--- config.mk ---
export PLATFORM = sky130hd
export DESIGN_NAME = bitmanip_shift_pipe
export DESIGN_NICKNAME = d
export VERILOG_FILES = /design/src/rtl/bitmanip_pkg.sv /design/src/rtl/bitmanip_shift_level.sv /design/src/rtl/bitmanip_shift_pipe.sv
export SDC_FILE = /design/constraint.sdc
export NUM_CORES = 1
export LEC_CHECK = 0
export ABC_AREA = 1
export CAP_MARGIN = 40
export CORE_AREA = 3 3 86 88
export CTS_CLUSTER_DIAMETER = 200
export DETAILED_ROUTE_END_ITERATION = 6
export DIE_AREA = 0 0 89 91
export GPL_TIMING_DRIVEN = 0
export PLACE_DENSITY_LB_ADDON = 0.3
export REMOVE_ABC_BUFFERS = 1
export SYNTH_ARGS = -nofsm -noshare
export SYNTH_HDL_FRONTEND = slang
export SYNTH_SLANG_ARGS = --single-unit
export TNS_END_PERCENT = 1
--- constraint.sdc ---
create_clock -name clk_i -period 1.95 [get_ports clk_i]
set_clock_uncertainty 0.1 [all_clocks]
set_input_delay 0.195 -clock clk_i [delete_from_list [all_inputs] [get_ports clk_i]]
set_output_delay 0.195 -clock clk_i [all_outputs]
set_load 0.02 [all_outputs]
--- src/rtl/bitmanip_pkg.sv ---
// bitmanip_pkg: shift op encoding and the level-to-stage partition helper
package bitmanip_pkg;
  typedef enum logic [2:0] {ROL = 3'd0, ROR = 3'd1, SLL = 3'd2, SRL = 3'd3, SRA = 3'd4} shift_op_e;
  typedef struct packed {
    int first;
    int last;
  } level_range_t;
  // Levels are dealt out as evenly as possible; earlier stages take the leftovers.
  function automatic level_range_t stage_levels(int stage, int levels, int stages);
    int base;
    int rem;
    level_range_t r;
    base = levels / stages;
    rem = levels % stages;
    r.first = stage * base + (stage < rem ? stage : rem);
    r.last = r.first + base + (stage < rem ? 1 : 0) - 1;
    return r;
  endfunction
endpackage

--- src/rtl/bitmanip_shift_level.sv ---
// bitmanip_shift_level: one log-shifter level moving data by DIST when enabled
module bitmanip_shift_level
  import bitmanip_pkg::*;
#(
  parameter int WIDTH = 16,
  parameter int DIST = 1
) (
  input  logic [WIDTH-1:0] data,
  input  logic             enable,
  input  shift_op_e        op,
  input  logic             sign,
  output logic [WIDTH-1:0] result
);
  // Select the moved word for the op; unknown ops pass data through.
  always_comb
    result = !enable ? data :
             op == ROL ? {data[WIDTH-DIST-1:0], data[WIDTH-1:WIDTH-DIST]} :
             op == ROR ? {data[DIST-1:0], data[WIDTH-1:DIST]} :
             op == SLL ? {data[WIDTH-DIST-1:0], {DIST{1'b0}}} :
             op == SRL ? {{DIST{1'b0}}, data[WIDTH-1:DIST]} :
             op == SRA ? {{DIST{sign}}, data[WIDTH-1:DIST]} : data;
endmodule

--- src/rtl/bitmanip_shift_pipe.sv ---
// bitmanip_shift_pipe: pipelined rotate/shift unit with valid/ready and tag passthrough
module bitmanip_shift_pipe
  import bitmanip_pkg::*;
#(
  parameter int WIDTH = 16,
  parameter int PIPE_STAGES = 2,
  parameter int TAG_W = 4
) (
  input  logic                     clk_i,
  input  logic                     rst_ni,
  input  logic                     in_valid_i,
  output logic                     in_ready_o,
  input  logic [WIDTH-1:0]         data_i,
  input  logic [$clog2(WIDTH)-1:0] shamt_i,
  input  logic [2:0]               op_i,
  input  logic [TAG_W-1:0]         tag_i,
  output logic                     out_valid_o,
  input  logic                     out_ready_i,
  output logic [WIDTH-1:0]         result_o,
  output logic [TAG_W-1:0]         tag_o,
  output logic                     zero_o
);
  localparam int LEVELS = $clog2(WIDTH);
  typedef struct packed {
    logic [WIDTH-1:0]  data;
    logic [LEVELS-1:0] shamt;
    shift_op_e         op;
    logic              sign;
    logic [TAG_W-1:0]  tag;
  } payload_t;
  payload_t stage_in [PIPE_STAGES];
  payload_t stage_d [PIPE_STAGES];
  payload_t stage_q [PIPE_STAGES];
  logic [PIPE_STAGES-1:0] valid_q;
  logic [PIPE_STAGES-1:0] valid_in;
  logic [PIPE_STAGES-1:0] adv;
  logic legal_op;
  assign legal_op = op_i <= 3'(SRA);
  assign valid_in = PIPE_STAGES'({valid_q, in_valid_i});
  for (genvar s = 0; s < PIPE_STAGES; s++) begin : g_stage
    localparam level_range_t R = stage_levels(s, LEVELS, PIPE_STAGES);
    localparam int F = R.first;
    localparam int L = R.last;
    logic [WIDTH-1:0] chain [F:L+1];
    if (s == 0) begin : g_head
      assign stage_in[s] = '{data: data_i, shamt: legal_op ? shamt_i : '0, op: shift_op_e'(op_i),
                             sign: data_i[WIDTH-1], tag: tag_i};
    end else begin : g_body
      assign stage_in[s] = stage_q[s-1];
    end
    assign chain[F] = stage_in[s].data;
    for (genvar i = F; i <= L; i++) begin : g_lvl
      bitmanip_shift_level #(.WIDTH(WIDTH), .DIST(1 << i)) u_level (
        .data  (chain[i]),
        .enable(stage_in[s].shamt[i]),
        .op    (stage_in[s].op),
        .sign  (stage_in[s].sign),
        .result(chain[i+1])
      );
    end
    assign stage_d[s] = '{data: chain[L+1], shamt: stage_in[s].shamt, op: stage_in[s].op,
                          sign: stage_in[s].sign, tag: stage_in[s].tag};
  end
  // A stage advances when it or any later stage is empty, or the consumer takes the result.
  always_comb begin
    adv = '0;
    for (int k = 0; k < PIPE_STAGES; k++)
      adv[k] = out_ready_i || !(&(valid_q | PIPE_STAGES'((1 << k) - 1)));
  end
  // Stage registers: load on advance, hold while stalled, clear on reset.
  always_ff @(posedge clk_i or negedge rst_ni)
    if (!rst_ni) begin
      valid_q <= '0;
      for (int k = 0; k < PIPE_STAGES; k++) stage_q[k] <= '0;
    end else begin
      for (int k = 0; k < PIPE_STAGES; k++)
        if (adv[k]) begin
          valid_q[k] <= valid_in[k];
          stage_q[k] <= stage_d[k];
        end
    end
  assign in_ready_o  = adv[0];
  assign out_valid_o = valid_q[PIPE_STAGES-1];
  assign result_o    = stage_q[PIPE_STAGES-1].data;
  assign tag_o       = stage_q[PIPE_STAGES-1].tag;
  assign zero_o      = result_o == '0;
endmodule
Word level (Yosys, flattened, before mapping) --
Index checks and enable logic that the tools add are counted.
Word-level totals: latch bits 0, register bits after elaboration 50, ROM bits 0, RAM bits 0, memories kept 0
Cells by class: add/subtract/negate cells 0, eq/ne operators 8, divide/modulo/power cells 0, shift operators 0, reductions and logical operators 8, multipliers 0, magnitude comparators 1, mux-type cells 25, bitwise logic cells 0
Operators by type and width (number):
- $mux 16 | 23
- $logic_not 16->1 | 1
- $mux 15 | 1
- $eq 3x2->1 const B | 4
- $eq 3x1->1 const B | 2
- $eq 3x3->1 const B | 2
- $logic_not 3->1 | 2
- $mux 4 | 1
- $le 3x3->1 const B | 1
- $logic_not 1->1 | 2
- $logic_or 1x1->1 | 2
- $reduce_and 2->1 | 1

Logic depth before layout (Yosys ltp) --
Gate-level depths: netlist of the first run.
word-level depth 13, mapped depth 13, depth with buffers taken out 13

Hierarchy --
From an unflattened synthesis of the first run, not the netlist that was laid out.
Second synthesis, totals: cell total of the unflattened synthesis 756, area, all modules 4406.7 µm²
Modules (own cells, without submodules):
- bitmanip_shift_pipe | area an instance 1945.6 µm², instances 1, cells each 222
- bitmanip_shift_level (g_stage[1].g_lvl[2].u_level) | area an instance 763.2 µm², instances 1, cells each 172
- bitmanip_shift_level (g_stage[0].g_lvl[0].u_level) | area an instance 656.9 µm², instances 1, cells each 147
- bitmanip_shift_level (g_stage[0].g_lvl[1].u_level) | area an instance 563.0 µm², instances 1, cells each 119
- bitmanip_shift_level (g_stage[1].g_lvl[3].u_level) | area an instance 478.0 µm², instances 1, cells each 96

Worst setup path before layout of the first run --
Ideal clock, no wire load.
path type register -> register, start reg valid_q[1], end reg stage_q (netlist bit g_stage[1].chain[38]), data arrival time 1.543 ns, stages on the path, launching flop included 9, clock period less this slack 1.762 ns, required time 1.731 ns, buffers on the path 1, slack 0.188 ns, path through dfrtp_1 inv_1 nor2_2 inv_2 nor2_1 inv_1 clkbuf_1 nand3_1 nand2_1
On the way: word-level cells in the longest chain between the ends 3
Ends and longest elaborated chain:
- start: declaration | RTL line bitmanip_shift_pipe.sv:34 | logic [PIPE_STAGES-1:0] valid_q;
- start signal: indexed assignment | RTL line bitmanip_shift_pipe.sv:78 | valid_q[k] <= valid_in[k];
- $reduce_and 2->1 | RTL line bitmanip_shift_pipe.sv:68 | adv[k] = out_ready_i || !(&(valid_q | PIPE_STAGES'((1 << k) - 1)));
- $logic_not 1->1 | RTL line bitmanip_shift_pipe.sv:68
- $logic_or 1x1->1 | RTL line bitmanip_shift_pipe.sv:68
- named net in_ready_o | RTL line bitmanip_shift_pipe.sv:12 | output logic in_ready_o,
- end signal: indexed assignment | RTL line bitmanip_shift_pipe.sv:79 | stage_q[k] <= stage_d[k];
- end: declaration | RTL line bitmanip_shift_pipe.sv:33 | payload_t stage_q [PIPE_STAGES];
The timed path passes the listed nets, and every way through them passes these cells. A chain may end at the register's enable or synchronous reset.

Worst setup path in the final report of the first run --
start reg stage_q (netlist bit stage_d[5]), end reg stage_q (netlist bit result_o[15])
On the way: word-level cells in the longest chain between the ends 13, elaborated cells on any way between the ends 17
Ends and longest elaborated chain:
- $eq 3x3->1 | RTL line bitmanip_shift_level.sv:21 | op == SRA ? {{DIST{sign}}, data[WIDTH-1:DIST]} : data;
- $mux 16 | RTL line bitmanip_shift_level.sv:21
- $mux 16 | RTL line bitmanip_shift_level.sv:20 | op == SRL ? {{DIST{1'b0}}, data[WIDTH-1:DIST]} :
- $mux 16 | RTL line bitmanip_shift_level.sv:19 | op == SLL ? {data[WIDTH-DIST-1:0], {DIST{1'b0}}} :
- $mux 16 | RTL line bitmanip_shift_level.sv:18 | op == ROR ? {data[DIST-1:0], data[WIDTH-1:DIST]} :
- $mux 16 | RTL line bitmanip_shift_level.sv:17 | op == ROL ? {data[WIDTH-DIST-1:0], data[WIDTH-1:WIDTH-DIST]} :
- $mux 16 | RTL line bitmanip_shift_level.sv:16 | result = !enable ? data :
- $mux 16 | RTL line bitmanip_shift_level.sv:21
- $mux 16 | RTL line bitmanip_shift_level.sv:20
- $mux 16 | RTL line bitmanip_shift_level.sv:19
- $mux 16 | RTL line bitmanip_shift_level.sv:18
- $mux 16 | RTL line bitmanip_shift_level.sv:17
- $mux 16 (*) | RTL line bitmanip_shift_level.sv:16
Mark *: on every way between the ends. The rest lies on a longest branch, timed or not.

==> impl_results.md, run 1 <==
* Status: finished, final reports clean
* Vias at 4,042
* GRT Total Usage at 0.2710
* Yosys cell types at 31
* Dpl cell area at 4209 sq um
* Leak at 2.217 nW
* Most frequent cells in the layout: nand2_1 (212), a21oi_1 (49), nor2_1 (48), clkdlybuf4s50_1 (48), inv_1 (46)
* First-pass iteration count of the detailed router at 6
* CTS buffer count at 5
* Grt ovf at 0
* Detailed placement HPWL at 7930 um
* Routed WL per cell at 15.20 um
* First-pass GRT wire length at 17,570 um
* Grt met1 use at 0.3985
* Number of H-tree levels at 2
* Clock network power share at 0.213
* Vias in the first global route at 3,675
* N_diodes at 0
* Num Clock Sinks at 48
* YS warnings at 0
* Sw Ratio at 0.4104
* CP peak stage delay at 0.48 ns
* Clock buffer depth at 2
* CP Launch Type: flip-flop
* Final Setup Violations at 0
* Final hold vios at 0
* Post-route ant nets at 0
* Initial antenna violation count at 0
* Die ar. at 8099 sq um
* Routed wire length at 10,870 um
* Fmax at 0.5428 GHz
* Initial core utilization at 0.5458
* Worst Path Max Fanout at 10
* Max_cap viols at 0
* RSZ-0062 raised after global routing: true
* Hold Crit Class: input pin to asynchronous set/reset pin
* Setup CP Type: flip-flop to flip-flop
* Clk root buf: clkbuf_8
* Met2 usage at 0.4140
* Design internal power at 2.145 mW
* Synthesized cell area at 3667 sq um
* CTS clk-pin slew, worst paths at 0.10 ns
* Avg Inst Size Synth at 6.323 sq um
* Final slew viol count at 0
* Inst Count DP at 695
* Largest net degree at the start of global routing at 32
* Most Crowded Layer GR: met2
* Port bufs at 53
* CTS tree: built
* Fin crit period at 1.842 ns
* Worst skew pair latency at 0.32 ns
* Top Ports at 54
* Slew margin rel. at 0.6981
* CP Data Required Time at 2.06 ns
* Post-route insts no fill at 715
* Starting DRT DRC Count at 395
* Sequential area share after synthesis at 0.3275
* Tightest Pin Transition at 0.4528 ns
* Crit path arrival time at 1.96 ns
* Core box area at 6719 sq um
* Most common cell after layout, fill and taps aside: nand2_1
* CP max stage cell: dfrtp_2
* Post-synthesis register bit count at 48
* Tcrit/Tclk final at 0.9448
* Layout Nets at 665
* Die X at 89 um
* Comb power frac at 0.409
* Via density at 5.653
* Die height at 91 um
* Cells after Synth at 580
* P_sw at 1.493 mW
* Peak supply drop at 0.0004754 V
* Met3 Track Usage GR at 0.03267
* Share of layout cells above drive strength 1 at 0.1339
* Area growth syn-to-layout at 23.27%
* Part of the power in registers at 0.378
* # DRC at 0
* Critical Path, Cell by Cell: nor2_4, inv_4, nand2_4, inv_2, nand2_1, nand2_4, nand3_1, nand2_1, nor2_1, nor2_1
* CP Capture Type: flip-flop
* PwrDens at 804.9 nW/um^2
* GPL Wtd Cong at 0.9491
* # rows at 30
* Finished Cell Area at 4521 sq um
per-stage QoR:
stage	hold WS, ns	power, mW	setup WS, ns	setup TNS (ns)	util
2_1_floorplan	-0.2006	2.211	-1.414	-32.19	-
3_3_place_gp	0.3292	2.740	-2.904	-99.16	0.6216
3_5_place_dp	0.06261	2.778	-1.390	-25.14	0.6264
4_1_cts	0.2489	3.565	0.02339	0	0.6549
5_1_grt	0.2881	3.857	-0.02462	-0.05683	0.6728
6_report	0.2407	3.639	0.1076	0	0.6728
logic make-up (layout without fill, tap and decap cells):
family,Yosys count,after routing,share of synthesized area
and+or+nand+nor,337,337,0.3900
DFF,48,48,0.3275
buffers and inverters,78,133,0.09382
AOI/OAI and AO/OA,117,117,0.1887
power by group through the flow:
stage	logic [mW]	registers (mW)	clock network (mW)
after floorplan	0.758	1.45	0
after global placement	1.38	1.36	0
after detailed placement	1.41	1.37	0
after CTS	1.44	1.36	0.772
after global routing	1.64	1.40	0.818
final	1.49	1.38	0.775
final timing paths:
check                                to  slack [ns]  depth (start not counted)  startpoint
setup / recovery           result_o[15]        0.11                         10  stage_d[5]
hold / removal              result_o[0]        0.24                          2      rst_ni
setup reg to reg           result_o[15]        0.11                         10  stage_d[5]
hold reg to reg                tag_o[0]        0.38                          2  stage_d[0]
max in group asynchronous    stage_d[7]        0.99                          3      rst_ni
min in group clk_i           stage_d[3]        0.30                          3    tag_i[3]
repair_timing:
action | 4_1_cts | 5_1_grt
buffers inserted | 3 | 6
endpoints found under the hold margin | 17 | 0
resized for setup | 14 | 22
gates cloned | 1 | 1
hold buffers | 1 | 0
setup endpoints to repair | 33 | 23
pin swaps | 2 | 3
sequential cells by signal, indices dropped and copies added (netlist names):
signal,flops
g_stage.chain,16
result_o,16
stage_d,10
tag_o,4
valid_q,2
per-layer routing:
layer | up-vias | part of all wire
met5 | - | 0
met2 | 162 | 0.48
li1 | 1987 | -
met1 | 1878 | 0.44
met3 | 15 | 0.059
met4 | 0 | 0.015
final cells by class:
| type | instances | area [sq um] |
|---|---|---|
| multi-input combinational | 454 | 2215 |
| tap | 80 | 100.1 |
| inverter | 58 | 240.2 |
| sequential | 48 | 1206 |
| clock buffer | 5 | 68.82 |
| fill | 597 | 2198 |
| clock inverter | 3 | 46.29 |
| timing repair buffer | 65 | 629.4 |
| timing repair inverter | 2 | 15.01 |
worst max-delay path, delay by kind of cell (launching register included):
family | cells | cell delay, ns
buffers and inverters | 2 | 0.18
AND/OR/NAND/NOR | 8 | 0.98
flip-flops | 1 | 0.48
Yosys cell counts:
library cell	n	area (sq um)
a31oi_1	3	18.77
or2_1	1	6.260
inv_1	48	180.2
nand2_1	212	795.8
o22ai_2	3	37.54
o22ai_1	6	37.54
buf_2	4	20.02
a22oi_1	2	15.01
buf_4	1	7.510
a21oi_1	50	250.2
or2_2	1	6.260
a21oi_2	2	17.52
nor2_4	3	33.78
dfrtp_1	48	1201
nand3_2	1	10.01
inv_2	8	30.03
o221ai_2	3	45.04
inv_4	2	12.51
o21ai_2	4	35.03
nor2_1	51	191.4
o21ai_1	8	40.04
nor4_1	4	25.02
nand2_2	14	87.58
clkbuf_1	10	37.54
buf_6	5	56.30
nand2_4	3	33.78
o21ai_0	32	160.2
nand3_1	43	215.2
o211ai_2	1	12.51
nor2_2	4	25.02
o211ai_1	3	22.52
Power figures use the tool's default switching activity.
==> run 2, diff against run 1 <==
- HOLD_SLACK_MARGIN: not set -> 0.08
==> results of run 2 <==
Final layout, timing and power as in run 1 (identical DEF).
